==> src/rtl/popcount_pkg.sv <==
// Shared constants and width helpers for the popcount accumulator.
package popcount_pkg;

  localparam logic MODE_COUNT = 1'b0;
  localparam logic MODE_ACCUM = 1'b1;

  function automatic int cnt_w(input int n_in);
    return $clog2(n_in + 1);
  endfunction

  function automatic int acc_w(input int n_in, input int max_beats);
    return $clog2(n_in * max_beats + 1);
  endfunction

  function automatic int beat_w(input int max_beats);
    return $clog2(max_beats + 1);
  endfunction

endpackage

==> src/rtl/popcount_tree.sv <==
// Combinational ones-counter: N_IN input bits reduced to a CNT_W-bit count.
module popcount_tree #(
  parameter int N_IN  = 9,
  parameter int CNT_W = 4
) (
  input  logic [N_IN-1:0]  bits,
  output logic [CNT_W-1:0] cnt
);

  // Written as a flat sum; synthesis rebalances it into an adder tree.
  always_comb begin
    cnt = '0;
    for (int i = 0; i < N_IN; i++) begin
      cnt = cnt + CNT_W'(bits[i]);
    end
  end

endmodule

==> src/rtl/popcount_accum.sv <==
// Pipelined popcount with optional per-group accumulation closed by in_last or MAX_BEATS.
module popcount_accum
  import popcount_pkg::*;
#(
  parameter  int N_IN      = 9,
  parameter  int MAX_BEATS = 16,
  parameter  int PIPE      = 1,
  localparam int CNT_W     = cnt_w(N_IN),
  localparam int ACC_W     = acc_w(N_IN, MAX_BEATS),
  localparam int BEAT_W    = beat_w(MAX_BEATS)
) (
  input  logic              clk,
  input  logic              reset,
  input  logic              in_valid,
  output logic              in_ready,
  input  logic [N_IN-1:0]   in_bits,
  input  logic              in_last,
  input  logic              mode,
  output logic              out_valid,
  input  logic              out_ready,
  output logic [ACC_W-1:0]  out_sum,
  output logic [BEAT_W-1:0] out_beats,
  output logic              out_overflow
);

  // Handshake: a beat transfers on a rising edge where in_valid & in_ready; a result
  // transfers where out_valid & out_ready. Valid is never withdrawn before transfer.
  logic             stall;
  logic             fire;
  logic [CNT_W-1:0] tree_cnt;
  logic             s1_valid;
  logic             s1_last;
  logic             s1_mode;
  logic [CNT_W-1:0] s1_cnt;

  assign stall    = out_valid & ~out_ready;
  assign in_ready = ~stall & ~reset;
  assign fire     = in_valid & in_ready;

  popcount_tree #(.N_IN(N_IN), .CNT_W(CNT_W)) u_tree (
    .bits (in_bits),
    .cnt  (tree_cnt)
  );

  generate
    if (PIPE != 0) begin : g_pipe
      always_ff @(posedge clk or posedge reset) begin
        if (reset) begin
          s1_valid <= 1'b0;
          s1_cnt   <= '0;
          s1_last  <= 1'b0;
          s1_mode  <= MODE_COUNT;
        end else if (!stall) begin
          s1_valid <= fire;
          if (fire) begin
            s1_cnt  <= tree_cnt;
            s1_last <= in_last;
            s1_mode <= mode;
          end
        end
      end
    end else begin : g_comb
      always_comb begin
        s1_valid = fire;
        s1_cnt   = tree_cnt;
        s1_last  = in_last;
        s1_mode  = mode;
      end
    end
  endgenerate

  logic [ACC_W-1:0]  acc;
  logic [ACC_W-1:0]  acc_next;
  logic [BEAT_W-1:0] beat_cnt;
  logic [BEAT_W-1:0] beats_next;
  logic              grp_mode;
  logic              g_mode;
  logic              first;
  logic              advance;
  logic              close;
  logic              ovf;

  // The group's mode is taken from its first beat; later beats' mode is ignored.
  always_comb begin
    advance    = s1_valid & ~stall;
    first      = (beat_cnt == '0);
    g_mode     = first ? s1_mode : grp_mode;
    acc_next   = (first ? '0 : acc) + ACC_W'(s1_cnt);
    beats_next = (first ? '0 : beat_cnt) + BEAT_W'(1);
    close      = (g_mode == MODE_COUNT) | s1_last | (beats_next == BEAT_W'(MAX_BEATS));
    ovf        = (g_mode == MODE_ACCUM) & ~s1_last & (beats_next == BEAT_W'(MAX_BEATS));
  end

  always_ff @(posedge clk or posedge reset) begin
    if (reset) begin
      acc          <= '0;
      beat_cnt     <= '0;
      grp_mode     <= MODE_COUNT;
      out_valid    <= 1'b0;
      out_sum      <= '0;
      out_beats    <= '0;
      out_overflow <= 1'b0;
    end else begin
      if (advance) begin
        if (first) grp_mode <= s1_mode;
        if (close) begin
          acc          <= '0;
          beat_cnt     <= '0;
          out_sum      <= acc_next;
          out_beats    <= beats_next;
          out_overflow <= ovf;
        end else begin
          acc      <= acc_next;
          beat_cnt <= beats_next;
        end
      end
      // A new close while the old result is taken keeps out_valid high back-to-back.
      if (advance && close) out_valid <= 1'b1;
      else if (out_ready)   out_valid <= 1'b0;
    end
  end

endmodule

==> config.mk <==
export PLATFORM = sky130hd
export DESIGN_NAME = popcount_accum
export DESIGN_NICKNAME = d
export VERILOG_FILES = /design/src/rtl/popcount_pkg.sv /design/src/rtl/popcount_tree.sv /design/src/rtl/popcount_accum.sv
export SDC_FILE = /design/constraint.sdc
export NUM_CORES = 1
export LEC_CHECK = 0
export CAP_MARGIN = 20
export CORE_MARGIN = 2
export CORE_UTILIZATION = 36
export DETAILED_ROUTE_END_ITERATION = 16
export HOLD_SLACK_MARGIN = 0.1
export PLACE_DENSITY = 0.6
export SLEW_MARGIN = 20
export SYNTH_ARGS = -nofsm -noshare
export SYNTH_HDL_FRONTEND = slang
export SYNTH_SLANG_ARGS = --single-unit
==> constraint.sdc <==
create_clock -name clk -period 3.3 [get_ports clk]
set_clock_uncertainty 0.15 [all_clocks]
set_input_delay 0.33 -clock clk [delete_from_list [all_inputs] [get_ports clk]]
set_output_delay 0.33 -clock clk [all_outputs]
set_load 0.005 [all_outputs]
After elaboration in Yosys (flattened, before gate mapping)
Index checks and enable logic that the tools add are counted.

operators by class
  multiplexer cells = 7
  equal/unequal tests = 1
  bitwise gates (word level) = 13
  add/subtract/negate cells = 10
  reductions and logical operators = 5

operator list
  kind                   count
  $add A4 B1 Y4          7
  $mux W8                2
  $mux W5                2
  $add A8 B4 Y8          1
  $and A1 B1 Y1          6
  $add A5 B1 Y5 const B  1
  $eq A5 B5 Y1 const B   1
  $logic_not A5 Y1       1
  $not A1 Y1             5
  $reduce_and A2 Y1      2
  $mux W1                3
  $add A1 B1 Y2          1
  $or A1 B1 Y1           2
  $reduce_bool A2 Y1     1
  $logic_and A1 B1 Y1    1

word-level totals
  bits in registers = 36
  logic and storage cells = 47
  output and inout port bits = 16

Longest topological paths before layout
Gate-level depths: netlist of run 1.

  depth in word-level cells = 8
  gate-level depth with buffers = 13

Hierarchy
Synthesis of run 1 repeated with hierarchy kept, for this count alone.

unflattened totals
  cell total of the unflattened synthesis = 203
  area total of the unflattened synthesis = 2064.5 µm²

modules (own cells, without submodules)
  module          area an instance (µm²)  sequential area each (µm²)  cells each  times used
  popcount_accum  1853.0                  900.9                       178         1
  popcount_tree   211.5                   0.0                         25          1

Least setup slack after synthesis of run 1
No wires, ideal clock.

  path kind = input to register
  start point = input in_bits[0]
  end point = register s1_cnt[1]
  arrival = 2899 ps
  path buffers = 0
  stages = 9
  path slack = 127 ps
  setup time = 125 ps
  required time = 3025 ps
  cell sequence = ha_1 -> inv_1 -> fa_1 -> fa_1 -> fa_1 -> inv_1 -> ha_1 -> fa_1 -> mux2_2

on the way
  cells in the longest elaborated chain, start to end = 8

RTL lines
  item                        RTL line              RTL
  start: declaration          popcount_accum.sv:16  input logic [N_IN-1:0] in_bits,
  $add A1 B1 Y2               popcount_tree.sv:14   cnt = cnt + CNT_W'(bits[i]);
  $add A4 B1 Y4 (7 in a row)  popcount_tree.sv:14
  named net tree_cnt[1]       popcount_accum.sv:30  logic [CNT_W-1:0] tree_cnt;
  end signal: assignment      popcount_accum.sv:56  s1_cnt <= tree_cnt;
  end: declaration            popcount_accum.sv:34  logic [CNT_W-1:0] s1_cnt;

The timed path passes the listed nets, and every way through them passes these cells.
A chain may end at the register's enable or synchronous reset.

Worst setup path in the final report of run 1
  start point = input in_bits[4]
  end point = register s1_cnt[1]

on the way
  cells in the longest elaborated chain, start to end = 5

RTL lines
  item                        RTL line
  $add A4 B1 Y4 (5 in a row)  popcount_tree.sv:14
  named net tree_cnt[1]       popcount_accum.sv:30

The timed path passes the listed nets, and every way through them passes these cells.

==> impl_metrics.env, run 1 <==
export IMPL_grt_max_degree=37
export IMPL_synth_seq_cells=36
export IMPL_crit_buf_inv=3
export IMPL_slowest_delay_ns=0.56
export IMPL_relSlewSlack=0.503
export IMPL_route_detailed_drc=0
export IMPL_synth_largest_area_cell="dfrtp_1"
export IMPL_port_buffers=30
export IMPL_fin_crit_ns=3.23
export IMPL_cts_sinks=36
export IMPL_p_seq_frac=0.343
export IMPL_synth_area_per_cell_um2=10.9
export IMPL_synthesis_area_mm2=0.00216
export IMPL_ys_types=47
export IMPL_grt_pass1_wl_um=7700
export IMPL_synth_seq_area_share=0.416
export IMPL_die_height_um=81.5
export IMPL_power_density_mw_per_mm2=678
export IMPL_status="finished clean"
export IMPL_ys_flop_type="dfrtp_1"
export IMPL_wl_per_cell_um=14.0
export IMPL_pin_count=31
export IMPL_clk_pin_slew_ns=0.08
export IMPL_root_buffer="clkbuf_8"
export IMPL_p_total_mw=1.86
export IMPL_power_internal_mw=1.22
export IMPL_switching_share=0.346
export IMPL_r2r_cells=12
export IMPL_yosysMostFrequentCell="dfrtp_1"
export IMPL_critPathMostFrequentCell="fa_1"
export IMPL_grt_pass1_vias=1608
export IMPL_drt_iter0_drc=93
export IMPL_cp_top_family="adder cells"
export IMPL_finalWirelength_um=4430
export IMPL_drt_pre_antenna_iters=4
export IMPL_worstSetupPathDepth=9
export IMPL_critical_path_slowest_cell="fa_1"
export IMPL_synthesis_nets=233
export IMPL_clockPowerShare=0.232
export IMPL_via_per_inst=5.00
export IMPL_yosys_warnings=0
export IMPL_fin_crit_sh=0.979
export IMPL_syn_inst=199
export IMPL_r2r_end="out_sum[6]"
export IMPL_cp_data_arrival_time_ns=3.26
export IMPL_detail_route_antenna_nets=0
export IMPL_worstSetupPathType="input pin to flip-flop"
export IMPL_cp_required_ns=3.33
export IMPL_hp_class="input pin to asynchronous set/reset pin"
export IMPL_nNetsFinal=274
export IMPL_synth_top_area_frac=0.416
export IMPL_post_cts_setup_buffer_count=0
export IMPL_cellLeakagePower_nw=1.25
export IMPL_rows=28
export IMPL_grt_util_all_layers=0.154
export IMPL_coreArea_mm2=0.00585
export IMPL_slew_violations=0
export IMPL_path_cells="clkdlybuf4s50_1 -> inv_1 -> fa_1 -> fa_1 -> fa_1 -> inv_1 -> ha_4 -> fa_1 -> mux2_4"
export IMPL_synthArstFlopShare=1.00
export IMPL_synth_edff_count=0
export IMPL_numCtsBuffers=5
export IMPL_worstPathMaxFanout=2
export IMPL_max_vdd_ir_drop_mv=0.306
export IMPL_cp_start_kind="input pin"
export IMPL_hold_violations=0
export IMPL_end_kind="flip-flop"
export IMPL_die_area_mm2=0.00665
export IMPL_die_w_um=81.5
export IMPL_ys_top_cells_by_area="dfrtp_1 42%, ha_1 7.5%, fa_1 5.6%"
export IMPL_startpoint="in_bits[4]"
export IMPL_fill_cells=543
export IMPL_antenna_found_initial=0
export IMPL_multi_input_area_mm2=0.00120
export IMPL_htreeDepth=2
export IMPL_setup_viol=0
export IMPL_initial_core_util=0.370
export IMPL_cp_endpoint="s1_cnt[1]"
export IMPL_diodes=0
export IMPL_drv_cap=0
export IMPL_tightest_slew_ns=0.735
export IMPL_synthTopCellsByCount="36 x dfrtp_1, 23 x nand2_1, 17 x inv_1, 13 x ha_1"
export IMPL_hold_worst_slack_ns=0.316
export IMPL_drive_gt1_frac=0.166
export IMPL_place_gp_congestion=0.756
export IMPL_dp_hpwl_um=3240
export IMPL_switching_power_mw=0.644
export IMPL_max_clock_freq_mhz=310
export IMPL_share_comb_of_total_power=0.425
export IMPL_overflow=0
export IMPL_vias=1580
export IMPL_cts_tree="built"
export IMPL_seqCellArea_um2=901
export IMPL_clock_path_buffers=2
export IMPL_clk_latency_ns=0.30
export IMPL_syn_to_final_growth_pct=27.1
export IMPL_r2r_start="beat_cnt[1]"
export IMPL_rrSetupSlack_ns=0.25
layer usage:
layer / vias to the layer above / global-route usage / wire (µm)
li1: 781 / - / -
met1: 773 / 0.201 / 2080
met2: 20 / 0.250 / 2150
met3: 6 / 0.0462 / 144
met4: 0 / 0.0407 / 58
met5: - / 0 / 0
worst min-delay path, stage by stage:
cell	delay [ns]
clkdlybuf4s50_1	0.42
inv_1	0.06
buf_4	0.40
power by group through the flow:
stage	clock network (mW)	registers [mW]	logic [mW]
2_1_floorplan	0	0.632	0.507
3_3_place_gp	0	0.648	0.766
3_5_place_dp	0	0.648	0.778
4_1_cts	0.442	0.641	0.790
5_1_grt	0.464	0.654	0.891
6_report	0.433	0.639	0.792
cell usage in the layout (no fill, tap or decap), types with 3 or more instances in the layout:
cell type / count
clkbuf_8: 7
mux2_2: 4
nand2_1: 23
o31ai_1: 3
dfrtp_1: 36
a31oi_1: 7
nand3_1: 6
nand2b_1: 4
and2_1: 4
mux2_4: 7
xnor2_1: 7
clkdlybuf4s50_1: 28
fa_1: 6
ha_1: 12
a21oi_1: 7
o21ai_0: 8
buf_4: 9
inv_1: 17
o21ai_1: 8
worst min path at each step:
stage / endpoint / start / depth (start not counted) / slack [ns]
final: s1_mode / reset / 3 / 0.32
after global routing: acc[0] / acc[0] / 2 / 0.36
after CTS: acc[3] / acc[3] / 2 / 0.33
after detailed placement: acc[3] / acc[3] / 2 / 0.31
after global placement: acc[3] / acc[3] / 2 / 0.30
after floorplan: acc[3] / acc[3] / 2 / 0.28
final cells by class:
type / count / area share
flip-flops and latches: 36 / 0.328
multi-input cells: 141 / 0.436
clock inverters: 1 / 0.0109
clock buffers: 7 / 0.0350
well taps: 75 / 0.0341
repair buffers: 39 / 0.133
inverters: 17 / 0.0232
logic make-up (layout without fill, tap and decap cells):
group                      Yosys count  after routing  synth area share
and+or+nand+nor                     52             52             0.131
DFF                                 36             36             0.416
AOI/OAI and AO/OA                   48             48             0.160
buffers and inverters               22             64            0.0393
muxes                               12             12            0.0781
adders and majority gates           19             19             0.131
xor gates and xnor gates            10             10            0.0440
per-stage QoR:
stage | instances | TNS [ns] | instance area, µm² | setup WS, ns | util
finish | 316 | 0 | 2750 | 0.0691 | 0.470
global route | 316 | -0.00471 | 2750 | -0.00471 | 0.470
CTS | 316 | 0 | 2740 | 0.00262 | 0.467
detailed placement | 308 | -0.895 | 2600 | -0.400 | 0.445
global placement | 308 | -0.730 | 2600 | -0.329 | 0.445
floorplan | 199 | 0 | 2160 | 0.127 | -
repair_timing:
item / 4_1_cts / 5_1_grt
pin swaps: 5 / 4
setup endpoints to repair: 2 / 3
hold buffers: 0 / 0
gates resized for setup: 5 / 2
registers in the layout (all words and copies together), names as in the netlist:
| signal | flops |
|---|---|
| s1_last | 1 |
| s1_valid | 1 |
| acc | 8 |
| out_overflow | 1 |
| out_beats | 5 |
| s1_cnt | 4 |
| grp_mode | 1 |
| out_valid | 1 |
| beat_cnt | 5 |
| out_sum | 8 |
| s1_mode | 1 |
Note: power is estimated with default switching activity, not from simulation.
==> run 2, diff against run 1 <==
==> constraint.sdc (replaced) <==
create_clock -name clk -period 3.3 [get_ports clk]
set_clock_uncertainty 0.15 [all_clocks]
set_input_delay 0.33 -clock clk [delete_from_list [all_inputs] [get_ports clk]]
set_output_delay 0.33 -clock clk [all_outputs]
set_load 0.01 [all_outputs]
==> results of run 2 <==
Same layout as run 1 (identical final DEF). Status: finished clean.
Among the figures that moved: total power 1.86 mW -> 1.88 mW; worst IR drop on VDD 0.306 mV -> 0.314 mV
==> run 3, diff against run 2 <==
- ABC_AREA: not set -> 1
==> run 3 against run 2 <==
Combinational power shrank 17%. Area after synthesis shrank 2.0%. Non-clock buffer count shrank 4. Setup slack gained 0.073 ns. Sequential power shrank 2%. Fmax grew 2.3%. Count of clock-buffer cells in the layout is the same. Sequential cell count is the same. Critical path type unchanged. Final cell count grew 16%. Routed wire length grew 1.8%. Register-to-register slack gained 0.38 ns.
==> impl_metrics.env, run 3 <==
export IMPL_clk_latency_ns=0.29
export IMPL_via_per_inst=4.63
export IMPL_root_buffer="clkbuf_8"
export IMPL_cp_required_ns=3.36
export IMPL_rows=27
export IMPL_drt_pre_antenna_iters=4
export IMPL_grt_pass1_vias=1770
export IMPL_ys_types=24
export IMPL_layout_cells_most_common_list="76 x nand2_1, 40 x inv_1, 36 x dfrtp_1, 28 x nand3_1, 28 x clkdlybuf4s50_1"
export IMPL_synth_seq_cells=36
export IMPL_mostFrequentLayoutCell="nand2_1"
export IMPL_fill_cells=573
export IMPL_slew_violations=0
export IMPL_setup_tns_ns=0
export IMPL_synth_xor_area_share=0.0165
export IMPL_wl_per_cell_um=12.3
export IMPL_route_detailed_drc=0
export IMPL_synth_area_per_cell_um2=8.18
export IMPL_yosysMostFrequentCell="nand2_1"
export IMPL_synth_edff_count=0
export IMPL_grt_max_degree=37
export IMPL_synth_area_mux_share=0
export IMPL_drt_iter0_drc=109
export IMPL_worstPathMaxFanout=2
export IMPL_die_area_mm2=0.00652
export IMPL_die_w_um=80.7
export IMPL_synth_top_area_frac=0.425
export IMPL_port_buffers=30
export IMPL_antenna_found_initial=0
export IMPL_drv_cap=0
export IMPL_yosys_area_share_simple=0.263
export IMPL_numCtsBuffers=5
export IMPL_hp_class="input pin to asynchronous set/reset pin"
export IMPL_cp_data_arrival_time_ns=3.22
export IMPL_place_inst=360
export IMPL_fin_crit_ns=3.16
export IMPL_place_gp_congestion=0.801
export IMPL_fin_crit_sh=0.957
export IMPL_startpoint="in_bits[2]"
export IMPL_max_vdd_ir_drop_mv=0.223
export IMPL_cts_tree="built"
export IMPL_syn_inst=259
export IMPL_clk_pin_slew_ns=0.07
export IMPL_hold_violations=0
export IMPL_nNetsFinal=329
export IMPL_yosys_warnings=0
export IMPL_die_height_um=80.7
export IMPL_post_cts_setup_buffer_count=0
export IMPL_detail_route_antenna_nets=0
export IMPL_htreeDepth=2
export IMPL_cts_hold_buf=0
export IMPL_dpl_cell_area_mm2=0.00248
export IMPL_relSlewSlack=0.640
export IMPL_synthesis_area_mm2=0.00212
export IMPL_finalInstanceArea_mm2=0.00263
export IMPL_synthArstFlopShare=1.00
export IMPL_overflow=0
export IMPL_dp_hpwl_um=3260
export IMPL_rsz0062_at_grt="false"
export IMPL_coreArea_mm2=0.00561
export IMPL_status="finished clean"
export IMPL_synth_compound_area_frac=0.0561
export IMPL_r2r_start="beat_cnt[0]"
export IMPL_synth_largest_area_cell="dfrtp_1"
export IMPL_synthTopCellsByCount="76 x nand2_1, 42 x inv_1, 36 x dfrtp_1, 28 x nand3_1, 16 x o21ai_0"
export IMPL_place_ws_ns=-0.317
export IMPL_grt_pass1_wl_um=7720
export IMPL_cts_sinks=36
export IMPL_initial_core_util=0.378
export IMPL_worstSetupPathType="input pin to flip-flop"
export IMPL_max_clock_freq_mhz=317
export IMPL_tightest_slew_ns=0.539
export IMPL_synth_top_family_by_area="simple AND/OR/NAND/NOR gates"
export IMPL_drive_gt1_frac=0.0878
export IMPL_synthAdderAreaFrac=0.133
export IMPL_syn_to_final_growth_pct=24.1
export IMPL_power_density_mw_per_mm2=655
export IMPL_instances_no_fill=368
export IMPL_setup_viol=0
export IMPL_grt_util_all_layers=0.155
export IMPL_synth_seq_area_share=0.425
export IMPL_cp_start_kind="input pin"
export IMPL_synthesis_nets=293
export IMPL_final_util=0.469
export IMPL_clock_path_buffers=2
export IMPL_vias=1702
export IMPL_ys_top_cells_by_area="dfrtp_1 43%, nand2_1 13%, ha_1 7.7%"
export IMPL_top_regs="acc: 8 flops, out_sum: 8 flops"
export IMPL_diodes=0
export IMPL_ys_flop_type="dfrtp_1"
export IMPL_cellLeakagePower_nw=1.35
export IMPL_end_kind="flip-flop"
export IMPL_pin_count=31
export IMPL_setup_ws_ns=0.142
export IMPL_finalWirelength_um=4510
run 3: changes by cell type after synthesis, sizes merged, moves of 3 or more:
cell	before	now
nand2	24	80
nand4	0	4
a21oi	7	2
nand3	6	29
xnor2	7	3
inv	17	43
o31ai	3	0
a31oi	7	0
nand2b	4	0
mux2	11	0
and2	4	0
nor2	3	16
run 3: what timing repair did:
| action | in CTS | in global routing |
|---|---|---|
| endpoints found under the setup margin | 1 | 2 |
| pin swaps | 1 | 4 |
| gates cloned | 0 | 0 |
| gates resized for setup | 1 | 8 |
run 3: per-layer routing:
metal	track usage	routed length (µm)	vias up
met5	0	0	-
met4	0.0559	74	0
met3	0.0389	136	7
met2	0.282	2280	22
met1	0.177	2020	796
li1	-	-	877
run 3: power breakdown:
part	total (mW)	internal, mW	switching [mW]	leakage [nW]
combinational	0.673	0.277	0.395	0.808
clock	0.426	0.267	0.160	0.0645
sequential	0.624	0.558	0.0664	0.478
run 3: worst max-delay path, cell delays in order:
cell and delay (ns):
clkdlybuf4s50_1 0.45, inv_1 0.05, fa_1 0.56, fa_1 0.44
fa_1 0.53, inv_2 0.05, ha_4 0.16, fa_2 0.51
nand2_1 0.05, o21ai_1 0.09
run 3: path summary, 6_finish.rpt:
check	end	slack, ns	cells after the start
max	s1_cnt[1]	0.14	10
min	s1_last	0.32	3
max reg2reg	acc[4]	0.63	15
min reg2reg	acc[7]	0.35	2
max in group asynchronous	acc[3]	2.35	3
min in group clk	acc[7]	0.35	2
run 3: through the flow:
step	power (mW)	hold slack, ns
final	1.72	0.324
after global routing	1.86	0.379
after CTS	1.73	0.346
after detailed placement	1.29	0.337
after global placement	1.27	0.316
after floorplan	1.06	0.299
run 3: cells by family (layout without fill, tap and decap cells):
logic type	count (synthesis)	after routing
buffers and inverters	49	86
adders and majority gates	19	19
xor gates and xnor gates	4	4
DFF	36	36
AOI/OAI and AO/OA	22	22
and+or+nand+nor	129	129
run 3: area by class of cell:
class / instances / area (µm²) / area share
clock buffers: 7 / 96.3 / 0.0366
flip-flops and latches: 36 / 901 / 0.342
multi-input cells: 174 / 1010 / 0.384
well taps: 72 / 90.1 / 0.0342
repair buffers: 35 / 343 / 0.130
clock inverters: 1 / 30.0 / 0.0114
inverters: 43 / 161 / 0.0613
